<file path="config.mk">
export PLATFORM = sky130hd
export DESIGN_NAME = sensor_init_sequencer
export DESIGN_NICKNAME = d
export VERILOG_FILES = /design/src/rtl/sensor_init_pkg.sv /design/src/rtl/sensor_init_sequencer.sv
export SDC_FILE = /design/constraint.sdc
export NUM_CORES = 1
export LEC_CHECK = 0
export ABC_CLOCK_PERIOD_IN_PS = 3610
export BUFFER_PORTS_ARGS = -buffer_cell sky130_fd_sc_hd__buf_2
export CAP_MARGIN = 10
export CORE_ASPECT_RATIO = 1.5
export CORE_MARGIN = 4
export CORE_UTILIZATION = 30
export DETAILED_ROUTE_END_ITERATION = 16
export GPL_TIMING_DRIVEN = 0
export HOLD_SLACK_MARGIN = 0.1
export PLACE_DENSITY = 0.48
export SLEW_MARGIN = 20
export SYNTH_ARGS = -nofsm -noshare
export SYNTH_HDL_FRONTEND = slang
export SYNTH_SLANG_ARGS = --single-unit
</file>
<file path="constraint.sdc">
create_clock -name clk -period 3.61 [get_ports clk]
set_input_delay 0.5415 -clock clk [delete_from_list [all_inputs] [get_ports clk]]
set_output_delay 0.5415 -clock clk [all_outputs]
set_load 0.005 [all_outputs]
</file>
<file path="src/rtl/sensor_init_pkg.sv">
// Shared definitions for the sensor initialisation sequencer: table entry
// kinds, sequencer state encoding and the layout of a table entry word.
package sensor_init_pkg;

  // What a table entry asks the sequencer to do
  typedef enum logic [1:0] {
    KIND_WRITE        = 2'd0,
    KIND_WRITE_VERIFY = 2'd1,
    KIND_DELAY        = 2'd2,
    KIND_END          = 2'd3
  } kind_t;

  typedef enum logic [3:0] {
    ST_IDLE,
    ST_FETCH,
    ST_DECODE,
    ST_WR_REQ,
    ST_WR_WAIT,
    ST_RD_REQ,
    ST_RD_WAIT,
    ST_DELAY,
    ST_DONE,
    ST_ERROR
  } state_t;

  // Entry word is {kind, addr, data} with data in the low bits
  localparam int KIND_W   = 2;
  localparam int DATA_LSB = 0;

  function automatic int addr_lsb(input int data_w);
    return DATA_LSB + data_w;
  endfunction

  function automatic int kind_lsb(input int addr_w, input int data_w);
    return DATA_LSB + data_w + addr_w;
  endfunction

  function automatic int entry_w(input int addr_w, input int data_w);
    return KIND_W + addr_w + data_w;
  endfunction

endpackage

</file>
<file path="src/rtl/sensor_init_sequencer.sv">
// Walks an external register table and replays it onto a register bus:
// plain writes, writes with read-back verification, timed delays, with a
// bounded number of retries per entry. done/error are sticky until the
// next start.
module sensor_init_sequencer
  import sensor_init_pkg::*;
#(
  parameter int ADDR_W    = 8,
  parameter int DATA_W    = 8,
  parameter int DEPTH     = 128,
  parameter int IDX_W     = $clog2(DEPTH),
  parameter int UNIT_CYC  = 100000,
  parameter int MAX_RETRY = 3
)(
  input  logic                       clk,
  input  logic                       rst_n,
  input  logic                       start,
  output logic [IDX_W-1:0]           tbl_index,
  input  logic [2+ADDR_W+DATA_W-1:0] tbl_entry,
  output logic                       bus_req_valid,
  input  logic                       bus_req_ready,
  output logic                       bus_req_rw,
  output logic [ADDR_W-1:0]          bus_req_addr,
  output logic [DATA_W-1:0]          bus_req_wdata,
  input  logic                       bus_rsp_valid,
  input  logic                       bus_rsp_nack,
  input  logic [DATA_W-1:0]          bus_rsp_rdata,
  output logic                       busy,
  output logic                       done,
  output logic                       error,
  output logic [IDX_W-1:0]           err_index
);

  localparam int A_LSB = addr_lsb(DATA_W);
  localparam int K_LSB = kind_lsb(ADDR_W, DATA_W);

  // Delay counter must hold the largest data value times UNIT_CYC
  localparam longint DLY_MAX = ((longint'(1) << DATA_W) - 1) * longint'(UNIT_CYC);
  localparam int     DLY_W   = $clog2(DLY_MAX + 1);
  localparam int     RTY_W   = (MAX_RETRY < 1) ? 1 : $clog2(MAX_RETRY + 1);

  localparam logic [IDX_W-1:0] LAST_IDX = IDX_W'(DEPTH - 1);

  state_t             state;
  logic [RTY_W-1:0]   retry_cnt;
  logic [DLY_W-1:0]   dly_cnt;
  logic [DLY_W-1:0]   dly_load;

  kind_t              ent_kind;
  logic [ADDR_W-1:0]  ent_addr;
  logic [DATA_W-1:0]  ent_data;

  logic               cur_verify;
  logic [ADDR_W-1:0]  cur_addr;
  logic [DATA_W-1:0]  cur_data;

  logic               entry_ok;
  logic               entry_fail;

  assign ent_kind = kind_t'(tbl_entry[K_LSB +: KIND_W]);
  assign ent_addr = tbl_entry[A_LSB +: ADDR_W];
  assign ent_data = tbl_entry[DATA_LSB +: DATA_W];
  assign dly_load = DLY_W'(ent_data) * DLY_W'(UNIT_CYC);

  // Capture the decoded entry so retries and read-back compare survive the table moving on
  always_ff @(posedge clk) begin
    if (state == ST_DECODE) begin
      cur_verify <= (ent_kind == KIND_WRITE_VERIFY);
      cur_addr   <= ent_addr;
      cur_data   <= ent_data;
    end
  end

  // Decide whether the current entry finished successfully or needs a retry this cycle
  always_comb begin
    entry_ok   = 1'b0;
    entry_fail = 1'b0;
    case (state)
      ST_DECODE:  entry_ok = (ent_kind == KIND_DELAY) && (ent_data == '0);
      ST_WR_WAIT: begin
        if (bus_rsp_valid) begin
          if (bus_rsp_nack) entry_fail = 1'b1;
          else              entry_ok   = !cur_verify;
        end
      end
      ST_RD_WAIT: begin
        if (bus_rsp_valid) begin
          if (!bus_rsp_nack && (bus_rsp_rdata == cur_data)) entry_ok   = 1'b1;
          else                                              entry_fail = 1'b1;
        end
      end
      ST_DELAY:   entry_ok = (dly_cnt <= DLY_W'(1));
      default: begin
        entry_ok   = 1'b0;
        entry_fail = 1'b0;
      end
    endcase
  end

  // Sequencer FSM with registered bus request and status outputs
  always_ff @(posedge clk) begin
    if (!rst_n) begin
      state         <= ST_IDLE;
      tbl_index     <= '0;
      bus_req_valid <= 1'b0;
      bus_req_rw    <= 1'b0;
      bus_req_addr  <= '0;
      bus_req_wdata <= '0;
      busy          <= 1'b0;
      done          <= 1'b0;
      error         <= 1'b0;
      err_index     <= '0;
      retry_cnt     <= '0;
      dly_cnt       <= '0;
    end else begin
      case (state)
        ST_IDLE, ST_DONE, ST_ERROR: begin
          if (start) begin
            tbl_index <= '0;
            done      <= 1'b0;
            error     <= 1'b0;
            retry_cnt <= '0;
            busy      <= 1'b1;
            state     <= ST_FETCH;
          end
        end
        // Table word for tbl_index is valid from the next cycle on
        ST_FETCH: state <= ST_DECODE;
        ST_DECODE: begin
          case (ent_kind)
            KIND_WRITE, KIND_WRITE_VERIFY: begin
              bus_req_valid <= 1'b1;
              bus_req_rw    <= 1'b0;
              bus_req_addr  <= ent_addr;
              bus_req_wdata <= ent_data;
              state         <= ST_WR_REQ;
            end
            KIND_DELAY: begin
              dly_cnt <= dly_load;
              state   <= ST_DELAY;
            end
            default: begin
              done  <= 1'b1;
              busy  <= 1'b0;
              state <= ST_DONE;
            end
          endcase
        end
        ST_WR_REQ: begin
          if (bus_req_ready) begin
            bus_req_valid <= 1'b0;
            state         <= ST_WR_WAIT;
          end
        end
        ST_WR_WAIT: begin
          // Write accepted on a verify entry: read it back
          if (bus_rsp_valid && !bus_rsp_nack && cur_verify) begin
            bus_req_valid <= 1'b1;
            bus_req_rw    <= 1'b1;
            bus_req_addr  <= cur_addr;
            bus_req_wdata <= cur_data;
            state         <= ST_RD_REQ;
          end
        end
        ST_RD_REQ: begin
          if (bus_req_ready) begin
            bus_req_valid <= 1'b0;
            state         <= ST_RD_WAIT;
          end
        end
        ST_RD_WAIT: begin
        end
        ST_DELAY: begin
          if (dly_cnt != '0) dly_cnt <= dly_cnt - DLY_W'(1);
        end
        default: state <= ST_IDLE;
      endcase

      // Entry completion overrides the per-state transition above
      if (entry_ok) begin
        retry_cnt <= '0;
        dly_cnt   <= '0;
        if (tbl_index == LAST_IDX) begin
          done  <= 1'b1;
          busy  <= 1'b0;
          state <= ST_DONE;
        end else begin
          tbl_index <= tbl_index + IDX_W'(1);
          state     <= ST_FETCH;
        end
      end else if (entry_fail) begin
        if (retry_cnt < RTY_W'(MAX_RETRY)) begin
          retry_cnt     <= retry_cnt + RTY_W'(1);
          bus_req_valid <= 1'b1;
          bus_req_rw    <= 1'b0;
          bus_req_addr  <= cur_addr;
          bus_req_wdata <= cur_data;
          state         <= ST_WR_REQ;
        end else begin
          err_index <= tbl_index;
          error     <= 1'b1;
          busy      <= 1'b0;
          state     <= ST_ERROR;
        end
      end
    end
  end

endmodule

</file>
* After elaboration in Yosys (flattened, before gate mapping)
Index checks and enable logic that the tools add are counted.
** Storage, ports and cells
- Flip-flop bits (word level) :: 83
- Input bits :: 32
- Output and inout bits :: 35
- Word-level logic and storage cells :: 137
** Cells by class
- $add $sub $neg :: 3
- $mul :: 1
- Order comparisons :: 2
- Equality and inequality tests :: 20
- Mux-type cells :: 73
- Bitwise operators :: 3
- Reduce and logical (&&, ||, !) cells :: 20
** Operator list (number)
- 8-bit two-way mux :: 10
- 25-bit two-way mux :: 2
- 25-bit one-hot mux with 2 select lines :: 1
- 1-bit two-way mux :: 34
- 4-bit two-way mux :: 8
- 8-bit one-hot mux with 2 select lines :: 2
- 7-bit two-way mux :: 4
- 4-bit one-hot mux with 7 select lines :: 1
- 25-bit by 1-bit less-or-equal comparator with 1-bit output (second input constant) :: 1
- 25-bit nonzero test :: 1
- 25-bit by 1-bit subtractor with 25-bit output (second input constant) :: 1
- 8-bit by 12-bit multiplier with 20-bit output (second input constant) :: 1
- 4-bit by 3-bit == test with 1-bit output (second input constant) :: 4
- 4-bit inequality test (second input constant) :: 4
- 4-bit by 2-bit == test with 1-bit output (second input constant) :: 2
- 4-bit == test (second input constant) :: 2
- 8-bit == test :: 1
- 8-bit logical NOT :: 1
- 2-bit two-way mux :: 4
- 1-bit one-hot mux with 2 select lines :: 4
- 4-bit one-hot mux with 2 select lines :: 1
- 2-bit OR reduction :: 4
- 7-bit by 1-bit adder with 7-bit output (second input constant) :: 1
- 7-bit == test (second input constant) :: 1
- 19 further kinds :: 27

* Depth between registers and ports, before layout
- Depth after elaboration :: 8
- Gate-level depth with buffers :: 13
- Mapped depth without buffers :: 13

* Worst setup path before layout
OpenSTA, ideal clock, no wires.
- Path type :: input to register
- Start :: in tbl_entry[2]
- End :: reg dly_cnt[20]
- Setup time :: 91 ps
- Data arrival time :: 3714 ps
- Data required time :: 3519 ps
- Setup slack :: -195 ps
- Cell stages on the path :: 13
- Buffers on the path :: 0
- Cell sequence :: ha_1 ha_1 inv_1 fa_1 inv_1 fa_1 ha_1 o21ai_0 o21ai_0 nand3b_1 a21oi_1 or3b_2 a311oi_1
** Between the ends
- Word-level cells in the longest chain between the ends :: 4
- Elaborated cells between the ends (all ways) :: 7
- Those cells by class :: 1 x mul; 3 x mux; 3 x reduce/logical
** Ends and longest elaborated chain
- start, declared :: line sensor_init_sequencer.sv:19 : input logic [2+ADDR_W+DATA_W-1:0] tbl_entry,
- branches (longest 4 deep; another with 8-bit by 12-bit multiplier with 20-bit output)
- end signal, assigned :: line sensor_init_sequencer.sv:139 : dly_cnt <= dly_load;
- end signal, assigned :: line sensor_init_sequencer.sv:174 : if (dly_cnt != '0) dly_cnt <= dly_cnt - DLY_W'(1);
- end, declared :: line sensor_init_sequencer.sv:46 : logic [DLY_W-1:0] dly_cnt;
Parallel ways; which one is timed is not known. The select of a mux whose other input is x is not followed.
A chain may end at the register's enable or synchronous reset.

* Final worst setup path
- Start :: in tbl_entry[2]
- End :: reg dly_cnt[14]
Same word-level chain as after synthesis.

==> metrics.md <==
| Metric | Value |
|---|---|
| Starting DRT DRC Count | 355 |
| Detail Route Antenna Nets | 0 |
| Initial antenna violation count | 0 |
| Crit-path max cell delay | around 500 ps |
| Sink Count | between 80 and 90 |
| Root Driver | clkbuf_16 |
| DP HPWL | 13.3 mm |
| Post-synthesis cell type count | 72 |
| Register area share after synthesis | 31.8% |
| Pleak | 2.83 nW |
| TNS Setup | 0 ps |
| Pwr dens | around 550 nW/um^2 |
| Post-Synth XOR/XNOR Area | approximately 4% |
| Worst EP arrival | about 3700 ps |
| Status | complete, no violations |
| Placer Congestion | between 0.8 and 0.9 |
| Post-Synthesis Cell Area | about 5800 um^2 |
| Clock tree buffer depth | 2 |
| Min-Delay Path Class | primary input to flop |
| Post-layout minimum cycle time | between 3000 and 4000 ps |
| Chip width | about 120 um |
| Worst Max-Slew Pin Slew | roughly 890 ps |
| Critical Path RT | roughly 3900 ps |
| Warnings from Yosys | 0 |
| IO Pins | 67 |
| Starting density of the core | between 30% and 40% |
| Largest net degree at the start of global routing | 23 |
| Vias in the first global route | ~5200 |
| Mux contribution to synthesized area | 2.11% |
| Syn nets | 733 |
| Global Route Usage Sum | 16.3% |
| Area grow syn2layout | 23.0% |
| Levels on crit path | 15 |
| Top cell by count, worst path | ha_4 |
| CP cell instances | buf_6, ha_4, ha_1, inv_1, fa_1, inv_2, fa_2, ha_4, a211oi_4, buf_4, o21bai_1, a21oi_1, xor2_1, o22ai_1, a32o_1 |
| Final core utilization | between 30 and 40% |
| # setup viols final | 0 |
| Hold Crit Start | tbl_entry[13] |
| Final cycle utilization of the critical path | approximately 97% |
| Hold Buf Count CTS | 0 |
| Via density per instance | 5.40 |
| Syn avg cell area | between 9 and 10 um^2 |
| R2R depth | 10 |
| Skew final | 8.42 ps |
| Crit Path Category | primary input to flop |
| TritonCTS clock tree | done |
| Vias after detailed routing | 5227 |
| WP buf/inv | 4 |
| Slowest CP cell | fa_1 |
| Drt total wl | about 17 mm |
| Die Height | 178 um |
| Worst VDD drop | around 240 uV |
| IO Port Bufs | 66 |
| GRT overflow | 0 |
| Post-synth EDFFs | 17 |
| R2R Path Start | state[0] |
| Crit path launch | tbl_entry[2] |
| Slew Limit Fails | 0 |
| DR DRC count | 0 |
| Post-Synth Simple-Gate Area | 19.8% |
| Core ar. | between 15000 and 20000 um^2 |
| Max_cap viols | 0 |
| CP Max Fanout | 7 |
| N_diodes | 0 |
| Seq cells post-synth | 83 |
| H-tree Lvls | 3 |
| Worst setup EP type | flop |
| Share of the synthesized area in the top cell type | a little under a quarter |
| Post-synthesis async set-or-reset flop share | 0% |
| Cts bufs inserted | 9 |
| Complex-gate fraction of the synthesized area | 21.4% |
| Main combinational cell family by area after synthesis | compound AO/OA/AOI/OAI gates |
| RSZ-0062 raised after global routing | false |
| Largest delay share family, worst path | adder cells |
| Synth top area cells | dfxtp_1, ha_1, edfxtp_1, fa_1, nor2_1 |
| Final Net Count | 816 |
| Synth Area in Adders | ~17% |
| Row cnt | 61 |
| Final hold vios | 0 |
| Min-Delay Path Depth | 1 |
| Wirelength per Cell | roughly 18 um |
| Type of origin of the critical path | primary input |
| Die area | around 22000 um^2 |
| Drt pass-1 iters | 7 |
| Clock transition at path regs | around 60 ps |
| Relative slew margins | ~40% |
| First-pass GRT wire length | 27.7 mm |
| Maximum clock frequency | between 0.2 and 0.3 GHz |
| Leading area contributor after synthesis | dfxtp_1 |
| Synth top cells by count | dfxtp_1, ha_1, nor2_1 |
| Most common cell in the synthesized netlist | dfxtp_1 |
| Share of layout cells above drive strength 1 | 20.1% |
| Clock Latency Late Sink | ~350 ps |
| Gate Count Post-Synth | about 630 |
| Ys flop type | dfxtp_1 |
timing repair:
item,in CTS,in global routing
gates resized for setup,11,45
setup buffers,0,6
pin swaps,2,22
endpoints found under the setup margin,8,12
through the flow:
| stage | worst slack [ps] | total power [mW] | area, um^2 | cells | hold WS [ps] |
|---|---|---|---|---|---|
| floorplan | 31.6 | 2.25 | 5800 | 628 | 426 |
| global placement | -478 | 2.69 | 6450 | 946 | 440 |
| detailed placement | -472 | 2.71 | 6450 | 946 | 441 |
| CTS | -26.1 | 3.79 | 6820 | 962 | 375 |
| global route | 3.82 | 4.18 | 7090 | 968 | 371 |
| finish | 119 | 3.93 | 7090 | 968 | 384 |
cells in the final DEF, fill, tap and decap left out, drive strengths merged, types with 11 or more instances in the layout:
cell | synthesis | final
buf | 9 | 80
dfxtp | 66 | 66
ha | 61 | 61
nor2 | 49 | 49
nand2 | 45 | 45
o21ai | 36 | 36
a21oi | 32 | 32
clkbuf | 16 | 30
inv | 26 | 26
nand3 | 20 | 20
xnor2 | 17 | 17
o2bb2ai | 17 | 17
edfxtp | 17 | 17
a22oi | 16 | 16
nor3 | 16 | 16
nor2b | 14 | 14
fa | 12 | 12
mux2i | 11 | 11
per-layer routing:
metal  up-vias  track usage [%]  wire (um)  part of all wire [%]
li1       2534                -          -                     -
met1      2528             18.0       6800                    39
met2       135             30.6       9210                    53
met3        30             2.68        804                   4.6
met4         0             7.06        619                   3.6
met5         -                0          0                     0
layout make-up:
class                   count  area [um^2]
fillers                  1904        11600
repair buffers             72          412
clock buffers              13          262
clock inverters             3         68.8
multi-input cells         494         3990
flip-flops and latches     83         1830
plain buffers              25          110
well taps                 252          315
inverters                  26          100
power breakdown:
part           total [mW]  switching (mW)  leakage (nW)  internal (mW)
sequential           1.15          0.0739         0.688           1.08
combinational        1.74            1.02          1.98          0.714
clock                1.04           0.389         0.159          0.651
cells by family after synthesis:
family,Yosys count
AO/OA/AOI/OAI,176
XOR/XNOR,26
adder cells (fa/ha/maj),73
buffers and inverters,51
flip-flops,83
multiplexers,12
AND/OR/NAND/NOR,207
state kept, by name (all words and copies together) (netlist names):
register	count
bus_req_addr	8
bus_req_rw	1
bus_req_valid	1
bus_req_wdata	8
busy	1
cur_addr	8
cur_data	8
cur_verify	1
dly_cnt	25
done	1
err_index	7
error	1
retry_cnt	2
state	4
tbl_index	7
worst paths after layout:
kind                     endpoint  slack [ps]
setup / recovery      dly_cnt[14]         120
hold / removal        cur_addr[5]         380
setup reg to reg      dly_cnt[16]         580
hold reg to reg   bus_req_addr[5]         460
Note: power is estimated with default switching activity, not from simulation.
